File: config.mk
export PLATFORM = sky130hd
export DESIGN_NAME = divider_iterative
export DESIGN_NICKNAME = d
export VERILOG_FILES = /design/src/rtl/m_ext_pkg.sv /design/src/rtl/div_sign_fix.sv /design/src/rtl/divider_iterative.sv
export SDC_FILE = /design/constraint.sdc
export NUM_CORES = 1
export LEC_CHECK = 0
export CAP_MARGIN = 20
export CORE_UTILIZATION = 30
export CTS_CLUSTER_DIAMETER = 80
export DETAILED_ROUTE_END_ITERATION = 6
export GPL_ROUTABILITY_DRIVEN = 1
export PLACE_DENSITY = 0.43
export SYNTH_ARGS = -nofsm -noshare
export SYNTH_HDL_FRONTEND = slang
export SYNTH_HIERARCHICAL = 1
export SYNTH_SLANG_ARGS = --single-unit
File: constraint.sdc
create_clock -name clk -period 6.3 [get_ports clk]
set_input_delay 1.89 -clock clk [delete_from_list [all_inputs] [get_ports clk]]
set_output_delay 1.89 -clock clk [all_outputs]
set_load 0.01 [all_outputs]
File: src/rtl/m_ext_pkg.sv
// Shared M-extension types: divide opcodes (also used by decode), divider FSM
// states and the iteration count.
package m_ext_pkg;

  localparam int unsigned XLEN      = 32;
  localparam int unsigned DIV_ITERS = XLEN;

  typedef enum logic [1:0] {
    DIV  = 2'b00,
    DIVU = 2'b01,
    REM  = 2'b10,
    REMU = 2'b11
  } div_op_e;

  typedef enum logic [1:0] {
    IDLE = 2'b00,
    CALC = 2'b01,
    DONE = 2'b10
  } div_state_e;

endpackage

File: src/rtl/div_sign_fix.sv
// Final result shaping for the iterative divider: applies the sign of the
// quotient/remainder, forces the divide-by-zero quotient and selects which
// of the two the opcode asked for.
module div_sign_fix #(
  parameter int unsigned XLEN = 32
) (
  input  logic            is_rem,
  input  logic            q_neg,
  input  logic            r_neg,
  input  logic            div0,
  input  logic [XLEN-1:0] quot,
  input  logic [XLEN-1:0] rem,
  output logic [XLEN-1:0] result
);

  logic [XLEN-1:0] quot_signed;
  logic [XLEN-1:0] rem_signed;

  // Magnitudes in, two's-complement out; divide-by-zero quotient is all ones
  // irrespective of operand signs.
  always_comb begin
    quot_signed = q_neg ? (~quot + 1'b1) : quot;
    rem_signed  = r_neg ? (~rem + 1'b1) : rem;
    if (is_rem) begin
      result = rem_signed;
    end else if (div0) begin
      result = '1;
    end else begin
      result = quot_signed;
    end
  end

endmodule

File: src/rtl/divider_iterative.sv
// Radix-2 restoring divider for RV32M DIV/DIVU/REM/REMU, one quotient bit per
// clock. Optional macro DIV_EARLY_OUT_EN skips the iterations when
// |dividend| < |divisor|.
module divider_iterative
  import m_ext_pkg::*;
#(
  parameter int unsigned XLEN = 32
) (
  input  logic            clk,
  input  logic            rst,
  input  logic            startE,
  input  logic [1:0]      div_opcode,
  input  logic [XLEN-1:0] operand1,
  input  logic [XLEN-1:0] operand2,
  output logic [XLEN-1:0] result_divide,
  output logic            ready,
  output logic            busy
);

  localparam int unsigned CntW = $clog2(XLEN);

  div_state_e      state;
  div_op_e         op_q;
  logic [XLEN-1:0] dvd_q;    // dividend bits shift out, quotient bits shift in
  logic [XLEN-1:0] rem_q;
  logic [XLEN-1:0] dsr_q;
  logic [CntW-1:0] count_q;
  logic            q_neg_q;
  logic            r_neg_q;
  logic            div0_q;
  logic            skip_q;   // result preloaded, no iterations needed

  // Start-edge operand decode.
  div_op_e         op_in;
  logic            is_signed;
  logic            a_neg;
  logic            b_neg;
  logic [XLEN-1:0] a_mag;
  logic [XLEN-1:0] b_mag;
  logic            div0;
  logic            ovf;
  logic            early;
  logic            skip;

  // Decode opcode, operand signs/magnitudes and the special cases.
  always_comb begin
    op_in     = div_op_e'(div_opcode);
    is_signed = (op_in == DIV) || (op_in == REM);
    a_neg     = is_signed & operand1[XLEN-1];
    b_neg     = is_signed & operand2[XLEN-1];
    a_mag     = a_neg ? (~operand1 + 1'b1) : operand1;
    b_mag     = b_neg ? (~operand2 + 1'b1) : operand2;
    div0      = (operand2 == '0);
    ovf       = is_signed && (operand1 == {1'b1, {(XLEN-1){1'b0}}}) && (operand2 == '1);
`ifdef DIV_EARLY_OUT_EN
    early     = (a_mag < b_mag);
`else
    early     = 1'b0;
`endif
    skip      = div0 | ovf | early;
  end

  // One restoring step: shift in next dividend bit, trial-subtract divisor.
  logic [XLEN:0]   shifted;
  logic [XLEN:0]   diff;
  logic            ge;
  logic [XLEN-1:0] rem_nx;
  logic [XLEN-1:0] quot_nx;
  logic [XLEN-1:0] fin_quot;
  logic [XLEN-1:0] fin_rem;
  logic [XLEN-1:0] fixed;

  // Iteration datapath and selection of the value to be loaded at DONE.
  always_comb begin
    shifted  = {rem_q, dvd_q[XLEN-1]};
    diff     = shifted - {1'b0, dsr_q};
    ge       = ~diff[XLEN];
    rem_nx   = ge ? diff[XLEN-1:0] : shifted[XLEN-1:0];
    quot_nx  = {dvd_q[XLEN-2:0], ge};
    fin_quot = skip_q ? dvd_q : quot_nx;
    fin_rem  = skip_q ? rem_q : rem_nx;
  end

  div_sign_fix #(
    .XLEN (XLEN)
  ) u_sign_fix (
    .is_rem (op_q == REM || op_q == REMU),
    .q_neg  (q_neg_q),
    .r_neg  (r_neg_q),
    .div0   (div0_q),
    .quot   (fin_quot),
    .rem    (fin_rem),
    .result (fixed)
  );

  // Control FSM and datapath registers. Special cases preload the magnitudes
  // and spend a single CALC cycle so ready lands in the cycle after edge 1.
  always_ff @(posedge clk or negedge rst) begin
    if (!rst) begin
      state         <= IDLE;
      op_q          <= DIV;
      dvd_q         <= '0;
      rem_q         <= '0;
      dsr_q         <= '0;
      count_q       <= '0;
      q_neg_q       <= 1'b0;
      r_neg_q       <= 1'b0;
      div0_q        <= 1'b0;
      skip_q        <= 1'b0;
      result_divide <= '0;
      ready         <= 1'b0;
      busy          <= 1'b0;
    end else begin
      ready <= 1'b0;
      unique case (state)
        IDLE, DONE: begin
          if (startE) begin
            op_q    <= op_in;
            dsr_q   <= b_mag;
            q_neg_q <= a_neg ^ b_neg;
            r_neg_q <= a_neg;
            div0_q  <= div0;
            skip_q  <= skip;
            count_q <= '0;
            // Overflow: quotient magnitude equals |dividend|, remainder 0.
            // Div-by-zero / early-out: remainder is |dividend|.
            dvd_q   <= (skip && !ovf) ? '0 : a_mag;
            rem_q   <= (skip && !ovf) ? a_mag : '0;
            state   <= CALC;
            busy    <= 1'b1;
          end else begin
            state   <= IDLE;
          end
        end
        CALC: begin
          if (!skip_q) begin
            dvd_q   <= quot_nx;
            rem_q   <= rem_nx;
            count_q <= count_q + CntW'(1);
          end
          if (skip_q || count_q == CntW'(XLEN - 1)) begin
            result_divide <= fixed;
            ready         <= 1'b1;
            busy          <= 1'b0;
            state         <= DONE;
          end
        end
        default: state <= IDLE;
      endcase
    end
  end

endmodule

==> results of run 1 <==
==> Yosys cell counts (3+ instances only) <==
master,instances
sky130_fd_sc_hd__xnor2_1,53
sky130_fd_sc_hd__o21a_1,7
sky130_fd_sc_hd__nor2b_1,11
sky130_fd_sc_hd__nand2b_1,12
sky130_fd_sc_hd__a221o_1,17
sky130_fd_sc_hd__nand3_1,23
sky130_fd_sc_hd__or3_1,19
sky130_fd_sc_hd__a21oi_1,90
sky130_fd_sc_hd__a211oi_1,9
sky130_fd_sc_hd__inv_1,54
sky130_fd_sc_hd__dfrtp_1,142
sky130_fd_sc_hd__a22oi_1,33
sky130_fd_sc_hd__o21ai_0,84
sky130_fd_sc_hd__o221ai_1,11
sky130_fd_sc_hd__o31ai_1,31
sky130_fd_sc_hd__or2_1,4
sky130_fd_sc_hd__a32oi_1,3
sky130_fd_sc_hd__nor2_1,121
sky130_fd_sc_hd__o21ai_1,28
sky130_fd_sc_hd__clkbuf_1,61
sky130_fd_sc_hd__buf_2,6
sky130_fd_sc_hd__buf_6,5
sky130_fd_sc_hd__nor3_1,28
sky130_fd_sc_hd__nor4_1,14
sky130_fd_sc_hd__buf_1,8
sky130_fd_sc_hd__a221oi_1,6
sky130_fd_sc_hd__and3_1,9
sky130_fd_sc_hd__mux2_2,73
sky130_fd_sc_hd__mux2i_1,32
sky130_fd_sc_hd__nor3b_1,3
sky130_fd_sc_hd__or2_2,8
sky130_fd_sc_hd__a21o_1,15
sky130_fd_sc_hd__or4_1,12
sky130_fd_sc_hd__a31oi_1,13
sky130_fd_sc_hd__o211ai_1,10
sky130_fd_sc_hd__nand4_1,16
sky130_fd_sc_hd__nand2_1,142
sky130_fd_sc_hd__o41ai_1,12
sky130_fd_sc_hd__o41ai_2,6
sky130_fd_sc_hd__xor2_1,86
sky130_fd_sc_hd__nand3b_1,5
sky130_fd_sc_hd__or4_4,4
sky130_fd_sc_hd__o31a_1,5
sky130_fd_sc_hd__and2_1,4
sky130_fd_sc_hd__ha_1,39
==> state kept, by name, indices dropped and copies added (netlist names), 2 cells and up <==
register       flops
result_divide     32
count_q            5
dvd_q             32
dsr_q             32
rem_q             32
state              2
==> cell families after synthesis <==
logic type / Yosys count / share of synthesized area [%]
simple gates: 451 / 18.69
compound gates: 400 / 22.36
mux: 106 / 9.693
xor+xnor: 140 / 10.37
buf+inv: 137 / 4.762
flops: 142 / 29.86
fa+ha+maj: 40 / 4.268
==> layout make-up <==
| class | count | area [µm²] | share of cell area, % |
|---|---|---|---|
| multi-input cells | 1137 | 7823 | 55.39 |
| flip-flops and latches | 142 | 3553 | 25.16 |
| repair buffers | 127 | 1270 | 8.993 |
| well taps | 518 | 648.1 | 4.589 |
| clock buffers | 18 | 429.2 | 3.039 |
| inverters | 55 | 206.4 | 1.462 |
| clock inverters | 14 | 192.7 | 1.364 |
==> how the worst min path moves through the flow <==
stage                endpoint  slack (ns)  cells past startpoint
detailed placement  dsr_q[16]        0.47                      2
finish              dsr_q[19]        0.48                      2
global placement     dsr_q[9]        0.47                      2
global route         dsr_q[4]        0.50                      2
CTS                  dsr_q[4]        0.49                      2
floorplan             op_q[1]        0.44                      2
==> layer usage <==
layer | vias to the layer above | track usage (%) | wire length, µm
met4 | 0 | 5.411 | 773
met1 | 5401 | 28.01 | 19630
met3 | 43 | 3.013 | 1496
met5 | - | 0 | 0
met2 | 244 | 35.80 | 20260
li1 | 5280 | - | -
==> placed cells by master, fill, tap and decap left out, drive strengths merged, types with 12 or more instances in the layout <==
master / instances
nand2: 144
dfrtp: 142
nor2: 121
o21ai: 113
clkdlybuf4s50: 101
a21oi: 91
xor2: 87
mux2: 74
inv: 55
xnor2: 53
ha: 39
a22oi: 33
mux2i: 32
o31ai: 32
nor3: 31
buf: 26
nand3: 23
or3: 20
clkbuf: 18
o41ai: 18
a221o: 17
nand4: 16
nor4: 16
or4: 16
a21o: 15
a31oi: 13
nand2b: 12
or2: 12
==> repair_timing <==
item | CTS | global route
endpoints found under the hold margin | 0 | 0
buffers inserted | 0 | 1
hold buffers | 0 | 0
endpoints found under the setup margin | 0 | 8
==> through the flow <==
step | total power [µW] | hold slack (ns) | cells
2_1_floorplan | 6758 | 0.4438 | 1416
5_1_grt | 10810 | 0.5042 | 2011
6_report | 9993 | 0.4815 | 2011
4_1_cts | 10010 | 0.4890 | 2007
3_5_place_dp | 8844 | 0.4745 | 1975
3_3_place_gp | 8828 | 0.4687 | 1975
==> worst register-to-register path, cell delays in order (launching register included) <==
cell and delay [ns]:
sky130_fd_sc_hd__dfrtp_1 0.38, sky130_fd_sc_hd__inv_1 0.07, sky130_fd_sc_hd__ha_1 0.22, sky130_fd_sc_hd__fa_1 0.40
sky130_fd_sc_hd__nand2b_1 0.19, sky130_fd_sc_hd__a21oi_2 0.18, sky130_fd_sc_hd__o21ai_1 0.13, sky130_fd_sc_hd__o21ai_2 0.31
sky130_fd_sc_hd__a21oi_1 0.18, sky130_fd_sc_hd__o31ai_4 0.49, sky130_fd_sc_hd__xor2_4 0.39, sky130_fd_sc_hd__buf_4 0.36
sky130_fd_sc_hd__mux2_2 0.39, sky130_fd_sc_hd__mux2_2 0.29, sky130_fd_sc_hd__or3_1 0.44, sky130_fd_sc_hd__or4_1 0.44
sky130_fd_sc_hd__o41ai_2 0.33, sky130_fd_sc_hd__xor2_1 0.19, sky130_fd_sc_hd__a22oi_1 0.08, sky130_fd_sc_hd__mux2_2 0.29
==> power by group through the flow <==
stage / combinational, µW / sequential [µW] / clock, µW
CTS: 7030 / 1840 / 1140
global placement: 6980 / 1850 / 0
global route: 7770 / 1860 / 1190
finish: 7090 / 1790 / 1120
floorplan: 5070 / 1690 / 0
detailed placement: 6990 / 1850 / 0
==> flow_metrics.tcl, run 1 <==
set metrics [dict create \
    fin_worst_skew_ns 0.01100 \
    yosys_register_bits 142 \
    tritoncts_buffers 17 \
    final-setup-viol-count 0 \
    final_critical_path_setup_slack_ns 0.4136 \
    post_synth_instance_area_um2 11900 \
    fmax_ghz 0.1699 \
    switching_share_of_power_pct 50.45 \
    power_report.internal_total_uw 4951 \
    area.growth.synth_to_final_pct 18.66 \
    place_area_um2 13410 \
    power.share.sequential_pct 17.9 \
    yosysSeqAreaShare_pct 29.86 \
    grt_pass1_wl_um 65810 \
    start_kind "flop" \
    setup-tns-final_ns 0 \
    worst_path_max_delay_cell "sky130_fd_sc_hd__o31ai_4" \
    antennaDiodeCount 0 \
    floorplan.io_pins 103 \
    leakagePower_uw 0.005580 \
    clkLatencyLatePin_ns 0.45 \
    r2r_slack_ns 0.41 \
    drt_iter0_drc 679 \
    critical_path_buf_inv_count 2 \
    worst_r2r_end "result_divide[29]" \
    worst_slew_margin_rel_pct 34.08 \
    core_ar_um2 38920 \
    mappedNetlistNets 1525 \
    post-route-min-period_ns 5.886 \
    first_pass_iters 6 \
    synthDominantAreaCellType "sky130_fd_sc_hd__dfrtp_1" \
    gates_resized_cts_repair 0 \
    holdCritStartpoint "dsr_q[19]" \
    worst_hold_path_type "flop to flop" \
    initial_core_util_pct 30.58 \
    worst-endpoint-arrival_ns 6.22 \
    fin_area_um2 14120 \
    synth.lib_cells_used.distinct 81 \
    drv_slew 0 \
    grt_antenna_before_repair 0 \
    synth_top_area_share_pct 29.86 \
    worstPathMaxFanout 16 \
    crit_path_cell_trace "inv_1 -> ha_1 -> fa_1 -> nand2b_1 -> a21oi_2 -> o21ai_1 -> o21ai_2 -> a21oi_1 -> o31ai_4 -> xor2_4 -> buf_4 -> mux2_2 -> mux2_2 -> or3_1 -> or4_1 -> o41ai_2 -> xor2_1 -> a22oi_1 -> mux2_2" \
    finalCritPeriodShare_pct 93.44 \
    crit_path_class "flop to flop" \
    routed_wirelength_um 42160 \
    grt_pass1_vias 11000 \
    drv_cap 0 \
    path_clk_slew_ns 0.07 \
    status "complete, no violations" \
    yosys_most_used_dff "sky130_fd_sc_hd__dfrtp_1" \
    critical_path_depth 19 \
    placement.io_buffers 102 \
    power_density_nw_per_um2 707.6 \
    worst_path_largest_cell_delay_ns 0.49 \
    track_usage_pct 21.10 \
    vdd_ir_drop_max_mv 0.2186 \
    net-switching-power_uw 5042 \
    drive_above_1_share_pct 11.39 \
    route.vias.total 10970 \
    ys_async_sr_fraction_pct 100.0 \
    grt_start_max_net_pins 83 \
    number_of_fill_cells_in_the_layout 4069 \
    wl_per_cell_um 20.96 \
    cts.root.buffer_cell "sky130_fd_sc_hd__clkbuf_16" \
    critPathLaunch "dvd_q[31]" \
    yosys-top-cells-area "sky130_fd_sc_hd__dfrtp_1 (30%), sky130_fd_sc_hd__mux2_2 (6.9%), sky130_fd_sc_hd__xor2_1 (6.3%), sky130_fd_sc_hd__nand2_1 (4.5%), sky130_fd_sc_hd__ha_1 (4.1%)" \
    drc 0 \
    cp-end-kind "flop" \
    max_slew.worst_pin.slew_ns 0.9887 \
    htree_levels 4 \
    clock_tree_from_tritoncts "built" \
    pwr-share-clk_pct 11.2 \
    drt.antenna.violating_nets 0 \
    synthCells 1416 \
    globalplace.congestion 0.8363 \
    critical_path.endpoint "result_divide[29]" \
    place_worst_setup_slack_ns 0.4913 \
    critical_path.top_delay_family "compound AO/OA/AOI/OAI gates" \
    pwr-share-comb_pct 70.9 \
    avgViaCountPerCell 5.454 \
    cts-root-to-sink-buffers 2 \
    grt_setup_unrepaired "false" \
    detailedPlacementHpwl_um 31830 \
    timing.rr.start "dvd_q[31]" \
    crit_path_required_time_ns 6.63 \
    ys.warnings.count 6 \
    fp.dieW_um 201.2 \
    synthesis.area_per_instance_um2 8.405 \
    floorplan.die_area_um2 40470 \
    synth_edf_count 0 \
    die_h_um 201.2 \
    critPathMostFrequentCell "sky130_fd_sc_hd__mux2_2" \
    hold_violations 0 \
    final_core_utilization_pct 36.29 \
    grt.overflow.total 0 \
    clock_sinks 142 \
    row_count 72 \
    layout.nets 1589 \
    reg2regPathDepth 19 \
]
Power figures use the tool's default switching activity.
==> run 2, diff against run 1 <==
--- a/config.mk
+++ b/config.mk
@@ -9,8 +9,9 @@
 export CORE_UTILIZATION = 30
 export CTS_CLUSTER_DIAMETER = 80
 export DETAILED_ROUTE_END_ITERATION = 6
+export DONT_BUFFER_PORTS = 1
 export GPL_ROUTABILITY_DRIVEN = 1
-export PLACE_DENSITY = 0.43
+export PLACE_DENSITY = 0.4
 export SYNTH_ARGS = -nofsm -noshare
 export SYNTH_HDL_FRONTEND = slang
 export SYNTH_HIERARCHICAL = 1
==> flow_metrics.tcl, run 2 (synthesized netlist as in run 1, its figures left out) <==
set metrics [dict create \
    first_pass_iters 5 \
    mostFrequentLayoutCells "sky130_fd_sc_hd__nand2_1 (142), sky130_fd_sc_hd__dfrtp_1 (142), sky130_fd_sc_hd__nor2_1 (117)" \
    finalHoldWorstSlack_ns 0.4791 \
    max_slew.worst_pin.slew_ns 1.093 \
    drt.antenna.violating_nets 0 \
    cts.root.buffer_cell "sky130_fd_sc_hd__clkbuf_16" \
    grt.overflow.total 0 \
    drt_iter0_drc 626 \
    clock_tree_from_tritoncts "built" \
    globalplace.congestion 0.8453 \
    worst-endpoint-arrival_ns 6.15 \
    worst_slew_margin_rel_pct 27.15 \
    fin_worst_skew_ns 0.01468 \
    worst_hold_path_type "flop to flop" \
    drc 0 \
    detailedPlacementHpwl_um 32050 \
    grt_setup_unrepaired "false" \
    worst_path_max_delay_cell "sky130_fd_sc_hd__or3b_2" \
    layout.nets 1485 \
    number_of_fill_cells_in_the_layout 4159 \
    path_clk_slew_ns 0.07 \
    crit_path_cell_trace "inv_1 -> ha_1 -> fa_1 -> nand2b_1 -> a21oi_2 -> o21ai_1 -> o21ai_2 -> a21oi_1 -> o31ai_4 -> xnor2_1 -> mux2i_1 -> mux2_2 -> inv_1 -> ha_1 -> or3b_2 -> or2_1 -> o41ai_1 -> xor2_1 -> a22oi_1 -> mux2_2" \
    clock_sinks 142 \
    die_h_um 201.2 \
    htree_levels 4 \
    tritoncts_buffers 17 \
    grt_start_max_net_pins 143 \
    cp-end-kind "flop" \
    globalRouteMet2Util_pct 35.41 \
    wl_per_cell_um 22.05 \
    setup-tns-final_ns 0 \
    fmax_ghz 0.1715 \
    grt_pass1_vias 10450 \
    start_kind "flop" \
    route.vias.total 10500 \
    post_cts_buffers 0 \
    cts-root-to-sink-buffers 2 \
    initial_core_util_pct 30.58 \
    grt_antenna_before_repair 1 \
    worstPathMaxFanout 11 \
    antennaDiodeCount 0 \
    track_usage_pct 21.13 \
    gates_resized_cts_repair 0 \
    grt_busiest_layer "met2" \
    crit_path_class "flop to flop" \
    floorplan.io_pins 103 \
    routed_wirelength_um 42060 \
    grt_pass1_wl_um 64940 \
    fp.dieW_um 201.2 \
    drive_above_1_share_pct 11.88 \
    status "complete, no violations" \
    final_core_utilization_pct 33.57 \
    clkLatencyLatePin_ns 0.45 \
    hold_violations 0 \
    finalCritPeriodShare_pct 92.54 \
    crit_path_required_time_ns 6.62 \
    avgViaCountPerCell 5.504 \
    row_count 72 \
    post-route-min-period_ns 5.830 \
    placement.io_buffers 0 \
    core_ar_um2 38920 \
    groute.layer.met3.usage_pct 3.580 \
    met1_usage_pct 28.17 \
    floorplan.die_area_um2 40470 \
    area.growth.synth_to_final_pct 9.788 \
    final-setup-viol-count 0 \
    drv_slew 0 \
    worst_path_largest_cell_delay_ns 0.51 \
    holdBufCountCts 0 \
    drv_cap 0 \
]
## run 2: changes by cell type in the layout (fill, tap and decap cells not counted), sizes merged
cell,before,now
buf,26,23
clkinv,7,4
inv,55,54
clkbuf,18,23
clkinvlp,3,2
clkdlybuf4s50,101,0
## run 2: per-stage QoR
stage	area (µm²)	cells	setup slack [ns]
6_report	13070	1907	0.4698
3_3_place_gp	12400	1874	0.6456
2_1_floorplan	11900	1416	1.278
3_5_place_dp	12400	1874	0.5587
5_1_grt	13070	1907	0.1035
4_1_cts	13040	1906	0.5214
## run 2: worst max-delay path, delay by kind of cell, from the launching register on
| family | cells | cell delay [ns] |
|---|---|---|
| DFF | 1 | 0.38 |
| adders and majority gates | 3 | 0.79 |
| xor gates and xnor gates | 2 | 0.57 |
| muxes | 3 | 0.82 |
| buffers and inverters | 2 | 0.16 |
| and+or+nand+nor | 3 | 1.14 |
| AOI/OAI and AO/OA | 7 | 1.83 |
## run 2: path summary, 6_finish.rpt
kind	start	endpoint	slack, ns	cells after the start
hold reg to reg	dsr_q[14]	dsr_q[14]	0.48	2
setup / recovery	dvd_q[31]	result_divide[28]	0.47	20
max in group asynchronous	rst	result_divide[2]	4.92	0
hold / removal	dsr_q[14]	dsr_q[14]	0.48	2
min in group asynchronous	rst	dsr_q[9]	1.14	0
setup reg to reg	dvd_q[31]	result_divide[28]	0.47	20
## run 2: layer usage
layer	up-vias	wire (µm)
li1	5080	-
met1	5154	19570
met2	229	20210
met3	33	1561
met4	0	718
met5	-	0
## run 2: cell type report
type / instances / area [µm²] / area share [%]
Clock buffer: 23 / 478.0 / 3.658
Clock inverter: 9 / 157.7 / 1.207
Inverter: 55 / 206.4 / 1.580
Multi-Input combinational cell: 1137 / 7818 / 59.83
Sequential cell: 142 / 3553 / 27.20
Tap cell: 518 / 648.1 / 4.960
Timing Repair Buffer: 23 / 205.2 / 1.570
Power of run 2 is left out: the tool's default activity adds up to more than one toggle a clock period on the data nets, which glitch-free logic cannot reach.
==> run 3, diff against run 2 <==
--- a/config.mk
+++ b/config.mk
@@ -12,6 +12,7 @@
 export DONT_BUFFER_PORTS = 1
 export GPL_ROUTABILITY_DRIVEN = 1
 export PLACE_DENSITY = 0.4
+export SETUP_SLACK_MARGIN = 0.3
 export SYNTH_ARGS = -nofsm -noshare
 export SYNTH_HDL_FRONTEND = slang
 export SYNTH_HIERARCHICAL = 1
==> flow_metrics.tcl, run 3 (synthesized netlist as in run 1, its figures left out) <==
set metrics [dict create \
    grt_pass1_vias 10450 \
    crit_path_class "flop to flop" \
    die_h_um 201.2 \
    finalCritPeriodShare_pct 89.53 \
    grt_pass1_wl_um 64940 \
    antennaDiodeCount 0 \
    layout.nets 1487 \
    grt_start_max_net_pins 143 \
    mostFrequentLayoutCells "sky130_fd_sc_hd__nand2_1 (142), sky130_fd_sc_hd__dfrtp_1 (142), sky130_fd_sc_hd__nor2_1 (117)" \
    status "complete, no violations" \
    crit_path_required_time_ns 6.63 \
    htree_levels 4 \
    fin_worst_skew_ns 0.01346 \
    globalplace.congestion 0.8453 \
    post-route-min-period_ns 5.641 \
    route.vias.total 10460 \
    placement.io_buffers 0 \
    drive_above_1_share_pct 12.15 \
    worst_slew_margin_rel_pct 28.93 \
    start_kind "flop" \
    tritoncts_buffers 17 \
    clock_tree_from_tritoncts "built" \
    first_pass_iters 5 \
    drt.antenna.violating_nets 0 \
    hold_violations 0 \
    avgViaCountPerCell 5.477 \
    worst-endpoint-arrival_ns 5.97 \
    detailedPlacementHpwl_um 32050 \
    fp.dieW_um 201.2 \
    clock_sinks 142 \
    fin_area_um2 13100 \
    critPathLaunch "dvd_q[31]" \
    clkLatencyLatePin_ns 0.45 \
    area.growth.synth_to_final_pct 10.03 \
    place_area_um2 12400 \
    row_count 72 \
    grt_busiest_layer "met2" \
    r2r_slack_ns 0.66 \
    timing.rr.start "dvd_q[31]" \
    core_ar_um2 38920 \
    timing.hold.worst_path_depth 2 \
    worst_r2r_end "result_divide[31]" \
    drt_iter0_drc 619 \
    fmax_ghz 0.1773 \
    worst_hold_path_type "flop to flop" \
    grt.overflow.total 0 \
    wl_per_cell_um 22.04 \
    critical_path.endpoint "result_divide[31]" \
    setup-tns-final_ns 0 \
    drv_slew 0 \
    max_slew.worst_pin.slew_ns 1.066 \
    routed_wirelength_um 42080 \
    floorplan.die_area_um2 40470 \
    drc 0 \
    floorplan.io_pins 103 \
    cts-root-to-sink-buffers 2 \
    met1_usage_pct 28.17 \
    groute.layer.met3.usage_pct 3.580 \
    grt_antenna_before_repair 1 \
    holdBufCountCts 0 \
    worstPathMaxFanout 12 \
    drv_cap 0 \
    globalRouteMet2Util_pct 35.41 \
    grt_setup_unrepaired "false" \
    cts.root.buffer_cell "sky130_fd_sc_hd__clkbuf_16" \
    final-setup-viol-count 0 \
    cp-end-kind "flop" \
    reg2regPathDepth 19 \
    track_usage_pct 21.13 \
    path_clk_slew_ns 0.07 \
    initial_core_util_pct 30.58 \
]
==> run 3: changes by cell type in the layout (fill, tap and decap cells not counted), sizes merged <==
cell and delta:
buf +2
==> run 3: worst max-delay path, stage by stage (launching register included) <==
cell                       delay (ns)
sky130_fd_sc_hd__dfrtp_1         0.38
sky130_fd_sc_hd__inv_1           0.07
sky130_fd_sc_hd__ha_1            0.22
sky130_fd_sc_hd__fa_1            0.40
sky130_fd_sc_hd__nand2b_1        0.19
sky130_fd_sc_hd__a21oi_2         0.17
sky130_fd_sc_hd__o21ai_1         0.13
sky130_fd_sc_hd__o21ai_2         0.29
sky130_fd_sc_hd__a21oi_1         0.18
sky130_fd_sc_hd__o31ai_4         0.19
sky130_fd_sc_hd__buf_4           0.19
sky130_fd_sc_hd__xor2_4          0.36
sky130_fd_sc_hd__mux2_2          0.40
sky130_fd_sc_hd__mux2_2          0.31
sky130_fd_sc_hd__or4_4           0.57
sky130_fd_sc_hd__or2_1           0.41
sky130_fd_sc_hd__or2_2           0.37
sky130_fd_sc_hd__o41ai_1         0.32
sky130_fd_sc_hd__a211oi_1        0.08
sky130_fd_sc_hd__mux2_2          0.29
==> run 3: worst min path at each step <==
stage / startpoint / endpoint / slack, ns
after floorplan: op_q[1] / op_q[1] / 0.44
after global placement: dsr_q[19] / dsr_q[19] / 0.47
after detailed placement: dsr_q[19] / dsr_q[19] / 0.47
after CTS: dsr_q[26] / dsr_q[26] / 0.49
after global routing: dsr_q[14] / dsr_q[14] / 0.50
final: dsr_q[14] / dsr_q[14] / 0.48
==> run 3: routing by layer <==
metal	vias to the layer above	share of wire (%)	wire (µm)
met5	-	0	0
met4	0	1.8	748
met3	36	4.9	2062
met2	214	48	20220
met1	5118	45	19040
li1	5088	-	-
==> run 3: area by class of cell <==
cell class              instances  area, µm²
well taps                     518      648.1
fillers                      4157      25820
multi-input cells            1137       7831
inverters                      55      206.4
repair buffers                 25      220.2
flip-flops and latches        142       3553
clock inverters                 9      157.7
clock buffers                  23      478.0
==> run 3: timing repair <==
action / in CTS / in global routing
endpoints found under the setup margin: 0 / 18
setup buffers: 0 / 2
resized for setup: 0 / 2
==> run 3: stage by stage <==
step | setup WS [ns] | hold slack (ns) | instances | util [%]
floorplan | 1.278 | 0.4438 | 1416 | -
global placement | 0.6456 | 0.4683 | 1874 | 31.87
detailed placement | 0.5587 | 0.4739 | 1874 | 31.87
CTS | 0.5214 | 0.4877 | 1906 | 33.50
global route | 0.3185 | 0.5022 | 1909 | 33.65
finish | 0.6594 | 0.4791 | 1909 | 33.65
Power of run 3 is left out for the same reason.
